[src/rtl/srrc_pkg.sv]
// Shared SRRC constants for the 4-ASK modem: half-filter coefficients, tap lookup
// and the symbol-to-level map. The receive filter uses the same coefficients.
package srrc_pkg;

   localparam int SPS   = 4;
   localparam int NTAPS = 17;
   localparam int NSYM  = 5;

   typedef logic signed [17:0] smp_t;

   localparam smp_t LVL_A     = 18'sd32768;
   localparam smp_t LVL_OUTER = 18'sd98304;

   // Q1.17 half of the symmetric impulse response; b[8] is the centre tap
   localparam smp_t SRRC_B [0:8] = '{
      18'sd3259, -18'sd3378, -18'sd10461, -18'sd12207, -18'sd3946,
      18'sd14611, 18'sd38196, 18'sd57937, 18'sd65624
   };

   function automatic smp_t srrc_tap(input logic [4:0] n);
      logic [4:0] m;
      if (n > 5'd16) return '0;
      m = (n > 5'd8) ? 5'd16 - n : n;
      return SRRC_B[m[3:0]];
   endfunction

   function automatic smp_t ask4_level(input logic [1:0] sym);
      unique case (sym)
         2'b00:   return -LVL_OUTER;
         2'b01:   return -LVL_A;
         2'b10:   return LVL_A;
         default: return LVL_OUTER;
      endcase
   endfunction

endpackage

[src/rtl/srrc_tx_flt_if.sv]
// Symbol-in / sample-out bundle of the transmit pulse shaper.
interface srrc_tx_flt_if;
   import srrc_pkg::*;

   logic [1:0] sym_in;
   logic       sym_valid;
   logic       sym_ready;
   smp_t       out;
   logic       out_valid;
   logic       underflow;

   modport master (
      output sym_in, sym_valid,
      input  sym_ready, out, out_valid, underflow
   );

   modport slave (
      input  sym_in, sym_valid,
      output sym_ready, out, out_valid, underflow
   );

endinterface

[src/rtl/srrc_tx_phase_mac.sv]
// Polyphase multiply-accumulate: one output phase of the 17-tap SRRC interpolator
// from the five most recent symbol levels, truncated products, saturated sum.
module srrc_tx_phase_mac
   import srrc_pkg::*;
(
   input  smp_t       s [NSYM],
   input  logic [1:0] ph,
   output smp_t       y
);

   localparam logic signed [20:0] SAT_HI = 21'sd131071;
   localparam logic signed [20:0] SAT_LO = -21'sd131072;

   logic signed [35:0] prod;
   logic signed [20:0] acc;

   always_comb begin
      acc  = '0;
      prod = '0;
      // tap index 4*j+ph; taps beyond 16 come back as zero from srrc_tap
      for (int j = 0; j < NSYM; j++) begin
         prod = s[j] * srrc_tap(5'(4 * j) + {3'b000, ph});
         acc  = acc + {{3{prod[34]}}, prod[34:17]};
      end
      y = acc[17:0];
      if (acc > SAT_HI)
         y = SAT_HI[17:0];
      else if (acc < SAT_LO)
         y = SAT_LO[17:0];
   end

endmodule

[src/rtl/srrc_tx_flt.sv]
// 4-ASK transmit SRRC pulse shaper, interpolate-by-4: symbol handshake, phase
// counter, symbol delay line and registered output sample.
module srrc_tx_flt
   import srrc_pkg::*;
(
   input  logic         clk,
   input  logic         reset,
   input  logic         en,
   srrc_tx_flt_if.slave bus
);

   logic [1:0] ph;
   smp_t       s [NSYM];
   smp_t       mac_y;
   logic       started;
   logic       xfer;

   assign bus.sym_ready = en && (ph == 2'd3);
   assign xfer          = bus.sym_ready && bus.sym_valid;

   srrc_tx_phase_mac u_mac (
      .s  (s),
      .ph (ph),
      .y  (mac_y)
   );

   always_ff @(posedge clk or negedge reset) begin
      if (!reset) begin
         ph            <= 2'd3;
         started       <= 1'b0;
         bus.out       <= '0;
         bus.out_valid <= 1'b0;
         bus.underflow <= 1'b0;
         for (int k = 0; k < NSYM; k++) s[k] <= '0;
      end else begin
         bus.underflow <= 1'b0;
         if (en) begin
            ph            <= ph + 2'd1;
            bus.out       <= mac_y;
            bus.out_valid <= started;
            // symbol slot: the line always advances; a missed slot injects a zero
            if (ph == 2'd3) begin
               for (int k = NSYM - 1; k > 0; k--) s[k] <= s[k-1];
               s[0]          <= xfer ? ask4_level(bus.sym_in) : '0;
               bus.underflow <= !bus.sym_valid;
               if (xfer) started <= 1'b1;
            end
         end
      end
   end

endmodule

[src/flat_wrapper.sv]
// flat-port wrapper written by rule: the top's interface ports become plain ports
module srrc_tx_flt_flat import srrc_pkg::*;
  (clk, reset, en, bus_sym_in, bus_sym_valid, bus_sym_ready, bus_out, bus_out_valid, bus_underflow);
  srrc_tx_flt_if bus_i ();
  input  logic clk;
  input  logic reset;
  input  logic en;
  input wire logic [$bits(bus_i.sym_in)-1:0] bus_sym_in;
  input wire logic [$bits(bus_i.sym_valid)-1:0] bus_sym_valid;
  output wire logic [$bits(bus_i.sym_ready)-1:0] bus_sym_ready;
  output wire logic [$bits(bus_i.out)-1:0] bus_out;
  output wire logic [$bits(bus_i.out_valid)-1:0] bus_out_valid;
  output wire logic [$bits(bus_i.underflow)-1:0] bus_underflow;
  assign bus_i.sym_in = bus_sym_in;
  assign bus_i.sym_valid = bus_sym_valid;
  assign bus_sym_ready = bus_i.sym_ready;
  assign bus_out = bus_i.out;
  assign bus_out_valid = bus_i.out_valid;
  assign bus_underflow = bus_i.underflow;
  srrc_tx_flt u_core (.clk(clk), .reset(reset), .en(en), .bus(bus_i));
endmodule
[config.mk]
export PLATFORM = sky130hd
export DESIGN_NAME = srrc_tx_flt_flat
export DESIGN_NICKNAME = d
export VERILOG_FILES = /design/src/rtl/srrc_pkg.sv /design/src/rtl/srrc_tx_flt_if.sv /design/src/rtl/srrc_tx_phase_mac.sv /design/src/rtl/srrc_tx_flt.sv /design/src/flat_wrapper.sv
export SDC_FILE = /design/constraint.sdc
export NUM_CORES = 1
export LEC_CHECK = 0
export ABC_AREA = 1
export BUFFER_PORTS_ARGS = -buffer_cell sky130_fd_sc_hd__buf_2
export CAP_MARGIN = 20
export CELL_PAD_IN_SITES_DETAIL_PLACEMENT = 1
export CELL_PAD_IN_SITES_GLOBAL_PLACEMENT = 2
export CORE_MARGIN = 5
export CORE_UTILIZATION = 30
export CTS_CLUSTER_DIAMETER = 150
export DETAILED_ROUTE_END_ITERATION = 7
export PLACE_DENSITY = 0.7
export SLEW_MARGIN = 25
export SYNTH_ARGS = -nofsm -noshare
export SYNTH_HDL_FRONTEND = slang
export SYNTH_SLANG_ARGS = --single-unit
[constraint.sdc]
create_clock -name clk -period 12.55 [get_ports clk]
set_input_delay 0.6275 -clock clk [delete_from_list [all_inputs] [get_ports clk]]
set_output_delay 0.6275 -clock clk [all_outputs]
set_load 0.005 [all_outputs]
==> results of run 1 <==
-- flip-flops by register name, summed over array words and instances, names as in the netlist --
register,count
u_core.bus.out,18
u_core.s,15
u_core.ph,2
u_core.bus.out_valid,1
u_core.bus.underflow,1
u_core.started,1
-- layout make-up --
cell class              instances  area [µm²]
clock buffers                   5       125.1
well taps                    1050        1314
clock inverters                 3       45.04
flip-flops and latches         38       953.4
multi-input cells            1823       19990
fillers                      9249       53400
inverters                     785        2947
repair buffers                 38       220.2
-- how the worst min path moves through the flow --
stage | to | slack [ns] | cells after the start
floorplan | u_core.bus.out[0] | 0.33 | 0
global placement | u_core.started | 0.43 | 2
detailed placement | u_core.started | 0.45 | 2
CTS | u_core.bus.out[15] | 0.43 | 2
global route | u_core.bus.out[16] | 0.46 | 2
finish | u_core.bus.out[16] | 0.42 | 2
-- Yosys cell counts (all sizes together), types with 3 or more instances --
cell type / count
a21o: 10
a21oi: 120
a31oi: 7
buf: 12
clkbuf: 23
dfrtp: 36
fa: 516
ha: 373
inv: 783
nand2: 291
nand3: 45
nand4: 11
nor2: 146
nor3: 18
nor4: 4
o21a: 6
o21ai: 55
o21bai: 14
or2: 3
xnor2: 50
xor2: 102
-- kinds of logic after synthesis --
| group | count (synthesis) | share of synthesized area |
|---|---|---|
| adders and majority gates | 889 | 0.6268 |
| buffers and inverters | 820 | 0.1300 |
| and+or+nand+nor | 523 | 0.09371 |
| other | 2 | 0.0003139 |
| DFF | 38 | 0.03985 |
| xor gates and xnor gates | 152 | 0.05564 |
| AOI/OAI and AO/OA | 223 | 0.05375 |
-- metal layers --
metal	share of wire	wire (µm)
met5	0	0
met4	0.012	812
met3	0.020	1333
met2	0.50	33710
met1	0.47	32000
-- stage by stage --
stage / area (µm²) / hold slack, ns / worst slack [ns] / util
3_5_place_dp: 25430 / 0.4494 / 0.8380 / 0.3219
3_3_place_gp: 25430 / 0.4329 / 1.097 / 0.3219
5_1_grt: 25600 / 0.4616 / 0.2322 / 0.3240
2_1_floorplan: 24060 / 0.3319 / 2.794 / -
4_1_cts: 25600 / 0.4310 / 0.7610 / 0.3240
6_report: 25600 / 0.4168 / 0.8733 / 0.3240
==> flow_summary_export.csv, run 1 <==
group,metric,value,unit
synth,synth_edf_count,0,
clocking,cts.sink_count,38,
placement,dp.cells,3734,
synth,synth_largest_area_cell,"fa_1",
grt,grt.busiest_layer,"met2",
worst_setup_path,reg2reg_slack,0.87,ns
worst_setup_path,cp-start-kind,"register",
clocking,cts_buffers,5,
grt,antenna_found_initial,0,
final_layout,fin_cells,3742,
sta,hold_viol_final,0,
floorplan,die_area,85510,µm²
sta,period_share,0.9304,
floorplan,start_util,0.3029,
clocking,clockBufferDepth,2,
synth,synth.area.top_cells,"fa_1, ha_1, inv_1, nand2_1, dfrtp_1",
synth,yosysWarnings,0,
routing,vias,16740,
routing,first_iter_violations,562,
final_layout,layout_commonest_cell,"inv_1",
sta,setup_tns,0,ns
worst_setup_path,cp_data_required_time,12.72,ns
worst_setup_path,endpoint,"u_core.bus.out[10]",
worst_setup_path,cpPeakStageDelay,0.97,ns
final_layout,antenna_cells,0,
worst_setup_path,path_depth,37,
floorplan,io_pins,27,
floorplan,core,79000,µm²
clocking,clockRootBuffer,"clkbuf_16",
sta,grt_setup_unrepaired,"false",
synth,ys_ff_latch,38,
routing,drc_errors,0,
final_layout,mostFrequentLayoutCells,"inv_1, fa_1, ha_1, nand2_1, nor2_1",
synth,synth-main-ff-cell,"dfrtp_1",
sta,layout_min_cycle_time,11.68,ns
routing,routed_wl,67.87,mm
synth,synth.cell_area,23930,µm²
clocking,postCtsSetupRepairBufs,0,
grt,met2_usage,0.2875,
placement,port_buffers,26,
floorplan,die_w,292.4,µm
routing,final_antenna_net_count,0,
synth,post_synth.cell_area_avg,9.040,µm²
sta,max_freq,0.08564,GHz
grt,globalRoute.totalOverflow,0,
grt,grt_use_met3,0.01297,
synth,synth_top_area_share,0.4317,
sta,setup_violations,0,
worst_setup_path,cp_max_fo,30,
final_layout,syn2layout_area_growth,6.981,%
grt,grt_pass1_vias,19520,
grt,grt_pass1_wl,109.7,mm
clocking,clkSlewWorstSetupHoldPaths,0.09,ns
min_path,hp-class,"input port to async pin",
grt,grtUsageTotal,0.1620,
synth,yosysSeqAreaShare,0.03985,
outcome,status,"finished, final reports clean",
synth,synthCells,2647,
final_layout,nets,3586,
routing,avgRoutedWirePerCell,18.14,µm
worst_setup_path,worst_r2r_path_depth,37,
worst_setup_path,cp-startpoint,"u_core.ph[0]",
floorplan,row_count,103,
placement,post-dp-hpwl,61.17,mm
worst_setup_path,rr_startpoint,"u_core.ph[0]",
clocking,cts_tree,"done",
worst_setup_path,timing.rr.end,"u_core.bus.out[10]",
sta,skew,0.02619,ns
worst_setup_path,critPathTopFamily,"adder cells",
worst_setup_path,worstSetupEndpointType,"register",
routing,drtPass1Iterations,5,
sta,maxSlewViolCount,0,
worst_setup_path,worstSetupPathType,"register to register",
floorplan,die_y,292.4,µm
clocking,ctsResizeCount,0,
synth,async_flop_share,1.000,
routing,drt-vias-per-instance,4.473,
worst_setup_path,critPathBufInv,9,
final_layout,drive_gt1_frac,0.04049,
worst_setup_path,critPathSlowestCell,"fa_1",
placement,routabilityCongestion,0.8636,
worst_setup_path,critical_path_arrival,11.85,ns
clocking,cts_hold_buf,0,
grt,grt_util_met1,0.2237,
sta,tightest_slew,0.9574,ns
clocking,htreeDepth,2,
clocking,clk_latency,0.34,ns
flow_run,drv_cap,0,
grt,grt_max_degree,39,
synth,synth_cell_types,51,
sta,max-slew-margin-rel,0.3610,
Power of run 1 is not shown: default switching activity piles up to over one toggle a cycle in this logic, so the estimate is an artifact.
==> run 2, diff against run 1 <==
- CORE_ASPECT_RATIO: unset -> 1.4
- clock period: 12.55 -> 12.08 ns (I/O delays scaled with it)
==> run 2 against run 1 <==
Cell count up 0.13%. Critical endpoint unchanged. Via count up 0.30%. Critical path depth up 1. Wire length up 0.70%. Largest cell class unchanged.
==> flow_summary_export.csv, run 2 (synthesis gave the netlist of run 1 again) <==
group,metric,value,unit
sta,tightest_slew,0.8354,ns
routing,drc_errors,0,
sta,whs,0.4121,ns
worst_setup_path,critPathSlowestCell,"fa_1",
placement,port_buffers,26,
grt,grt.busiest_layer,"met2",
routing,avgRoutedWirePerCell,18.24,µm
sta,setup_violations,0,
worst_setup_path,worst_r2r_path_depth,38,
final_layout,layout_commonest_cell,"inv_1",
worst_setup_path,critPathTopFamily,"adder cells",
sta,setup_tns,0,ns
grt,grt_pass1_wl,109.4,mm
floorplan,start_util,0.3026,
final_layout,fin_util,0.3242,
routing,vias,16790,
grt,met2_usage,0.3297,
clocking,clockRootBuffer,"clkbuf_16",
min_path,hp-class,"input port to async pin",
final_layout,antenna_cells,0,
routing,first_iter_violations,489,
final_layout,top_regs,"u_core.bus.out: 18 flops, u_core.s: 15 flops, u_core.ph: 2 flops",
placement,routabilityCongestion,0.8576,
worst_setup_path,timing.rr.end,"u_core.bus.out[10]",
clocking,clkSlewWorstSetupHoldPaths,0.09,ns
worst_setup_path,critical_path_arrival,11.50,ns
grt,antenna_found_initial,1,
final_layout,nets,3587,
final_layout,largest_register_ffs,18,
worst_setup_path,worstSetupPathType,"register to register",
floorplan,row_count,122,
final_layout,top_register,"u_core.bus.out",
worst_setup_path,cp-start-kind,"register",
sta,grt_setup_unrepaired,"false",
worst_setup_path,reg2reg_slack,0.76,ns
clocking,postCtsSetupRepairBufs,0,
routing,drtPass1Iterations,5,
grt,grt_util_met1,0.1757,
sta,layout_min_cycle_time,11.32,ns
placement,post-dp-hpwl,62.78,mm
sta,max_freq,0.08836,GHz
clocking,cts_tree,"done",
routing,drt-vias-per-instance,4.481,
grt,globalRoute.totalOverflow,0,
clocking,ctsResizeCount,0,
clocking,htreeDepth,2,
floorplan,core,79070,µm²
final_layout,syn2layout_area_growth,7.132,%
outcome,status,"finished, final reports clean",
grt,grt_max_degree,39,
worst_setup_path,cp_data_required_time,12.26,ns
clocking,cts_buffers,5,
sta,maxSlewViolCount,0,
clocking,cts_hold_buf,0,
floorplan,io_pins,27,
worst_setup_path,cpPeakStageDelay,0.76,ns
worst_setup_path,cp_max_fo,16,
sta,skew,0.01295,ns
sta,period_share,0.9369,
final_layout,drive_gt1_frac,0.04085,
worst_setup_path,path_depth,38,
flow_run,drv_cap,0,
routing,routed_wl,68.34,mm
worst_setup_path,critPathBufInv,9,
grt,grt_pass1_vias,19970,
floorplan,die_area,85590,µm²
sta,hold_viol_final,0,
final_layout,mostFrequentLayoutCells,"inv_1, fa_1, ha_1, nand2_1, nor2_1",
clocking,clockBufferDepth,2,
routing,final_antenna_net_count,0,
floorplan,die_y,344.2,µm
clocking,cts.sink_count,38,
grt,grtUsageTotal,0.1635,
worst_setup_path,rr_startpoint,"u_core.ph[0]",
worst_setup_path,worstSetupEndpointType,"register",
floorplan,die_w,248.7,µm
sta,max-slew-margin-rel,0.4425,
grt,grt_use_met3,0.01682,
clocking,clk_latency,0.33,ns
[run 2: how the worst max path moves through the flow]
stage | startpoint | end | slack (ns)
2_1_floorplan | u_core.ph[1] | u_core.bus.out[14] | 2.32
3_5_place_dp | u_core.ph[1] | u_core.bus.out[10] | 0.79
3_3_place_gp | u_core.ph[1] | u_core.bus.out[10] | 0.85
5_1_grt | u_core.ph[1] | u_core.bus.out[10] | 0.06
6_report | u_core.ph[0] | u_core.bus.out[10] | 0.76
4_1_cts | u_core.ph[0] | u_core.bus.out[10] | 0.70
[run 2: stage by stage]
stage / cell area [µm²] / cells / worst slack [ns]
final: 25630 / 3747 / 0.7628
after global routing: 25630 / 3747 / 0.06419
after CTS: 25630 / 3747 / 0.6970
after detailed placement: 25440 / 3739 / 0.7859
after global placement: 25440 / 3739 / 0.8508
after floorplan: 24060 / 2681 / 2.324
[run 2: final cells by class]
cell class / count / area [µm²]
repair buffers: 39 / 227.7
well taps: 1054 / 1319
clock buffers: 5 / 125.1
flip-flops and latches: 38 / 953.4
inverters: 785 / 2947
fillers: 9480 / 53440
clock inverters: 3 / 68.82
multi-input cells: 1823 / 19990
[run 2: routing by layer]
layer  vias to the layer above  routed length, µm  share of wire
met4                         0               2586          0.038
met1                      8650              25300           0.37
met3                        93               1512          0.022
met2                       162              38940           0.57
li1                       7885                  -              -
met5                         -                  0              0
Power of run 2 is left out for the same reason.
